$ cat config.mk
export PLATFORM = sky130hd
export DESIGN_NAME = fetch_unit_flat
export DESIGN_NICKNAME = d
export VERILOG_FILES = /design/src/rtl/fetch_unit_if.sv /design/src/rtl/fetch_unit.sv /design/src/flat_wrapper.sv
export SDC_FILE = /design/constraint.sdc
export NUM_CORES = 1
export LEC_CHECK = 0
export ABC_AREA = 1
export CAP_MARGIN = 20
export CORE_MARGIN = 2
export CORE_UTILIZATION = 45
export DETAILED_ROUTE_END_ITERATION = 16
export HOLD_SLACK_MARGIN = 0.02
export PLACE_DENSITY = 0.74
export SLEW_MARGIN = 15
export SYNTH_ARGS = -nofsm -noshare
export SYNTH_HDL_FRONTEND = slang
export SYNTH_SLANG_ARGS = --single-unit
$ cat constraint.sdc
create_clock -name clk -period 7 [get_ports clk]
set_input_delay 1.05 -clock clk [delete_from_list [all_inputs] [get_ports clk]]
set_output_delay 1.05 -clock clk [all_outputs]
set_load 0.05 [all_outputs]
$ cat src/rtl/fetch_unit_if.sv
// fetch_unit_if: fetch unit bus bundle covering PC control, instruction memory and decode handshake.
interface fetch_unit_if #(
   parameter int PC_WIDTH    = 16,
   parameter int INSTR_WIDTH = 32
);
   logic [PC_WIDTH-1:0]    PC;
   logic                   PCsrc;
   logic                   pc_adv;
   logic                   mem_req;
   logic [PC_WIDTH-1:0]    mem_addr;
   logic                   mem_valid;
   logic [INSTR_WIDTH-1:0] mem_rdata;
   logic                   instr_valid;
   logic                   instr_ready;
   logic [INSTR_WIDTH-1:0] instr;
   logic [PC_WIDTH-1:0]    instr_pc;
   modport master (
      input  PC, PCsrc, mem_valid, mem_rdata, instr_ready,
      output pc_adv, mem_req, mem_addr, instr_valid, instr, instr_pc
   );
   modport slave (
      output PC, PCsrc, mem_valid, mem_rdata, instr_ready,
      input  pc_adv, mem_req, mem_addr, instr_valid, instr, instr_pc
   );
endinterface

$ cat src/rtl/fetch_unit.sv
// fetch_unit: single-outstanding instruction fetcher feeding a DEPTH-entry FIFO, flushed on redirect.
module fetch_unit #(
   parameter int PC_WIDTH    = 16,
   parameter int INSTR_WIDTH = 32,
   parameter int DEPTH       = 2
) (
   input logic         clk,
   input logic         rst,
   fetch_unit_if.master bus
);
   localparam int AW = $clog2(DEPTH);
   localparam int CW = $clog2(DEPTH + 1);
   typedef enum logic [1:0] {IDLE, REQ, WAIT, DISCARD} state_t;
   state_t                             state;
   logic [PC_WIDTH-1:0]                req_pc;
   logic [AW-1:0]                      wr_ptr, rd_ptr;
   logic [CW-1:0]                      count;
   logic [PC_WIDTH+INSTR_WIDTH-1:0]    fifo [DEPTH];
   logic                               issue, push, pop;
   always_comb begin
      issue = state == REQ && !bus.PCsrc && count != CW'(DEPTH);
      push  = state == WAIT && bus.mem_valid && !bus.PCsrc;
      pop   = bus.instr_valid && bus.instr_ready;
   end
   assign bus.mem_req     = issue;
   assign bus.mem_addr    = issue ? bus.PC : '0;
   assign bus.pc_adv      = push;
   assign bus.instr_valid = count != '0;
   // Head is gated so stale storage never leaks out while the buffer is empty
   assign {bus.instr_pc, bus.instr} = bus.instr_valid ? fifo[rd_ptr] : '0;
   always_ff @(posedge clk or posedge rst) begin
      if (rst) begin
         state  <= IDLE;
         req_pc <= '0;
         wr_ptr <= '0;
         rd_ptr <= '0;
         count  <= '0;
      end else begin
         // A response ends WAIT/DISCARD either way; redirect during WAIT still owes one response
         state <= state == IDLE ? REQ :
                  state == REQ ? (issue ? WAIT : REQ) :
                  bus.mem_valid ? REQ :
                  (state == WAIT && bus.PCsrc) ? DISCARD : state;
         if (issue) req_pc <= bus.PC;
         if (bus.PCsrc) begin
            wr_ptr <= '0;
            rd_ptr <= '0;
            count  <= '0;
         end else begin
            if (push) wr_ptr <= wr_ptr + AW'(1);
            if (pop) rd_ptr <= rd_ptr + AW'(1);
            count <= count + CW'(push) - CW'(pop);
         end
      end
   end
   always_ff @(posedge clk)
      if (push) fifo[wr_ptr] <= {req_pc, bus.mem_rdata};
endmodule

$ cat src/flat_wrapper.sv
// flat-port wrapper written by rule: the top's interface ports become plain ports
module fetch_unit_flat 
#(
   parameter int PC_WIDTH    = 16,
   parameter int INSTR_WIDTH = 32,
   parameter int DEPTH       = 2
)
  (clk, rst, bus_PC, bus_PCsrc, bus_mem_valid, bus_mem_rdata, bus_instr_ready, bus_pc_adv, bus_mem_req, bus_mem_addr, bus_instr_valid, bus_instr, bus_instr_pc);
  fetch_unit_if #(.PC_WIDTH(PC_WIDTH), .INSTR_WIDTH(INSTR_WIDTH)) bus_i ();
  input logic clk;
  input logic rst;
  input wire logic [$bits(bus_i.PC)-1:0] bus_PC;
  input wire logic [$bits(bus_i.PCsrc)-1:0] bus_PCsrc;
  input wire logic [$bits(bus_i.mem_valid)-1:0] bus_mem_valid;
  input wire logic [$bits(bus_i.mem_rdata)-1:0] bus_mem_rdata;
  input wire logic [$bits(bus_i.instr_ready)-1:0] bus_instr_ready;
  output wire logic [$bits(bus_i.pc_adv)-1:0] bus_pc_adv;
  output wire logic [$bits(bus_i.mem_req)-1:0] bus_mem_req;
  output wire logic [$bits(bus_i.mem_addr)-1:0] bus_mem_addr;
  output wire logic [$bits(bus_i.instr_valid)-1:0] bus_instr_valid;
  output wire logic [$bits(bus_i.instr)-1:0] bus_instr;
  output wire logic [$bits(bus_i.instr_pc)-1:0] bus_instr_pc;
  assign bus_i.PC = bus_PC;
  assign bus_i.PCsrc = bus_PCsrc;
  assign bus_i.mem_valid = bus_mem_valid;
  assign bus_i.mem_rdata = bus_mem_rdata;
  assign bus_i.instr_ready = bus_instr_ready;
  assign bus_pc_adv = bus_i.pc_adv;
  assign bus_mem_req = bus_i.mem_req;
  assign bus_mem_addr = bus_i.mem_addr;
  assign bus_instr_valid = bus_i.instr_valid;
  assign bus_instr = bus_i.instr;
  assign bus_instr_pc = bus_i.instr_pc;
  fetch_unit #(.PC_WIDTH(PC_WIDTH), .INSTR_WIDTH(INSTR_WIDTH), .DEPTH(DEPTH)) u_core (.clk(clk), .rst(rst), .bus(bus_i));
endmodule
==> impl_metrics.env <==
export IMPL_status="finished clean"
export IMPL_antenna_left=0
export IMPL_finalHoldViolCount=0
export IMPL_fin_crit_ns=4.32
export IMPL_yosysTopAreaCell="edfxtp_1"
export IMPL_crit_arrival_ns=3.27
export IMPL_cts_setup_buffers=0
export IMPL_ys_seq_elements=118
export IMPL_whs_path_depth=0
export IMPL_track_usage_pct=18.6
export IMPL_start_util_pct=45.9
export IMPL_hold_path_class="reg -> reg"
export IMPL_tightest_slew_ns=0.964
export IMPL_ys_seq_area_share_pct=73.1
export IMPL_grt_pass1_vias=3206
export IMPL_grt_pass1_wl_um=15800
export IMPL_n_antenna_cell=0
export IMPL_swShare_pct=39.7
export IMPL_p_seq_share_pct=32.5
export IMPL_timing_hold_ws_ns=0.472
export IMPL_slew_violations=0
export IMPL_critical_path_class="reg -> out"
export IMPL_cts_resized=0
export IMPL_grt_max_degree=52
export IMPL_yosys_top_cells_count="nand2_1, edfxtp_1, a21oi_1"
export IMPL_clock_power_share_pct=29.3
export IMPL_worstHoldStart="u_core.req_pc[12]"
export IMPL_timing_rr_start="u_core.state[1]"
export IMPL_min_to="u_core.fifo[0][44]"
export IMPL_comb_power_share_pct=38.2
export IMPL_fin_util_pct=64.3
export IMPL_maxCapViolations=0
export IMPL_async_reset_ff_share_pct=18.6
export IMPL_htree_levels=4
export IMPL_clock_sinks=118
export IMPL_finalSetupTns_ns=0
export IMPL_slew_headroom_pct=35.7
export IMPL_finalSetupViolCount=0
export IMPL_endpoint_kind="primary output"
export IMPL_dp_hpwl_um=6150
export IMPL_cts_tree="built"
export IMPL_crit_start="u_core.rd_ptr"
export IMPL_cts_buffer_depth=2
export IMPL_syn_inst=394
export IMPL_synth_edf_count=96
export IMPL_drc=0
export IMPL_routed_wl_um=9910
export IMPL_portBuffers=119
export IMPL_p_per_area_mw_per_mm2=439
export IMPL_cp_max_fo=51
export IMPL_start_kind="flop"
export IMPL_ys_flop_type="edfxtp_1"
export IMPL_synthesis_nets=449
export IMPL_drive_above_1_share_pct=9.11
export IMPL_syn_avg_cell_area_um2=11.9
export IMPL_rsz0062_at_grt="false"
export IMPL_area_delta_synth_final_pct=40.2
export IMPL_timing_rr_end="u_core.fifo[1][36]"
export IMPL_num_rows=37
export IMPL_netlist_area_mm2=0.00470
export IMPL_ys_warn_count=0
export IMPL_cts_made_buffers=17
export IMPL_worstPathRequired_ns=5.95
export IMPL_global_route_overflow_total=0
export IMPL_drt_pass1_iterations=4
export IMPL_r2r_slack_ns=4.80
export IMPL_post_synth_num_cell_types=19
export IMPL_cts_hold_buf=0
export IMPL_synth_top_cells_by_area="edfxtp_1, dfrtp_1, nand2_1, a21oi_1, inv_1"
export IMPL_synth_top_area_share_pct=61.4
export IMPL_fin_nets=569
export IMPL_wl_per_cell_um=14.9
export IMPL_die_area_mm2=0.0113
export IMPL_reg2reg_depth=5
export IMPL_io_pins=120
export IMPL_yosysMostFrequentCell="nand2_1"
export IMPL_core_area_mm2=0.0102
export IMPL_skew_ns=0.00731
export IMPL_total_leakage_power_nw=2.60
export IMPL_p_int_w=0.00174
export IMPL_ir_drop_mv=0.230
export IMPL_die_x_um=106
export IMPL_clockRootBuffer="clkbuf_8"
export IMPL_vias=3209
export IMPL_drt_iter0_markers=209
export IMPL_power_net_switching_w=0.00115
export IMPL_gp_congestion=0.771
export IMPL_clkTransAtPathRegs_ns=0.06
export IMPL_fmax_ghz=0.231
export IMPL_post_route_period_util_pct=61.8
export IMPL_via_per_inst=4.84
export IMPL_worstSkewPairLatency_ns=0.49
export IMPL_antenna_found_initial=0
export IMPL_die_y_um=106
placed cells by master, fill, tap and decap left out:
master | synthesis | layout
buf_4 | 7 | 1
inv_2 | 5 | 6
nand3_2 | 1 | 1
inv_6 | 0 | 2
nand2_1 | 140 | 140
clkinv_4 | 0 | 4
nor2_2 | 1 | 1
clkdlybuf4s50_1 | 0 | 119
buf_12 | 0 | 1
dfrtp_1 | 22 | 21
dfrtp_2 | 0 | 1
ha_1 | 2 | 2
nand3_4 | 1 | 1
nand3_1 | 4 | 4
clkinv_1 | 0 | 1
clkbuf_8 | 0 | 1
clkinvlp_4 | 0 | 3
nand2_2 | 1 | 1
clkbuf_16 | 0 | 16
inv_1 | 27 | 26
nand4_1 | 16 | 16
clkinv_2 | 0 | 2
buf_16 | 0 | 1
bufinv_16 | 0 | 3
a21oi_1 | 49 | 49
edfxtp_1 | 96 | 96
nor2_4 | 0 | 2
nor2_8 | 1 | 1
nor2_1 | 7 | 5
critical path, cell delays in order, from the launching register on:
cell and delay [ns]:
dfrtp_2 0.76, inv_2 0.81, nand2_1 0.14, a21oi_1 0.22, clkdlybuf4s50_1 0.83
state kept, by name, indices dropped and copies added (netlist names):
name / cells
u_core.count: 2
u_core.fifo: 96
u_core.state: 2
u_core.req_pc: 16
u_core.wr_ptr: 1
u_core.rd_ptr: 1
worst max path at each step:
stage / to / cells after the start / slack [ns]
4_1_cts: bus_instr[25] / 4 / 2.61
3_3_place_gp: bus_mem_req / 5 / 2.95
6_report: bus_instr_pc[13] / 4 / 2.68
2_1_floorplan: u_core.fifo[1][0] / 4 / 2.82
5_1_grt: bus_instr_pc[5] / 4 / 2.41
3_5_place_dp: bus_mem_req / 5 / 2.91
area by class of cell:
type	instances	area [µm²]
clock buffers	17	414
clock inverters	15	179
fillers	770	3650
inverters	32	120
multi-input cells	223	1020
flip-flops and latches	118	3430
well taps	136	170
repair buffers	122	1250
routing by layer:
| metal | vias up | wire (µm) | part of all wire, % | GRT usage (%) |
|---|---|---|---|---|
| li1 | 1581 | - | - | - |
| met1 | 1509 | 4310 | 43 | 22.9 |
| met2 | 113 | 4820 | 49 | 29.9 |
| met3 | 6 | 710 | 7.2 | 6.50 |
| met4 | 0 | 72 | 0.73 | 7.71 |
| met5 | - | 0 | 0 | 0 |
kinds of logic (layout without fill, tap and decap cells):
| family | Yosys count | count (layout) | synth area share [%] |
|---|---|---|---|
| compound gates | 49 | 49 | 5.22 |
| buf+inv | 53 | 186 | 5.54 |
| fa+ha+maj | 2 | 2 | 0.533 |
| flops | 118 | 118 | 73.1 |
| simple gates | 172 | 172 | 15.6 |
through the flow:
step	cells	power [W]	area, µm²	worst slack, ns
detailed placement	630	0.00206	5970	2.91
CTS	662	0.00292	6560	2.61
floorplan	394	0.00169	4700	2.82
global route	663	0.00303	6580	2.41
global placement	629	0.00202	5940	2.95
finish	663	0.00289	6580	2.68
power groups by stage:
stage               clock, W  combinational (W)  sequential, W
floorplan                  0           0.000786       0.000909
CTS                 0.000860            0.00111       0.000941
detailed placement         0            0.00111       0.000955
global route        0.000896            0.00118       0.000953
finish              0.000846            0.00111       0.000941
global placement           0            0.00108       0.000947
Note: power is estimated with default switching activity, not from simulation.
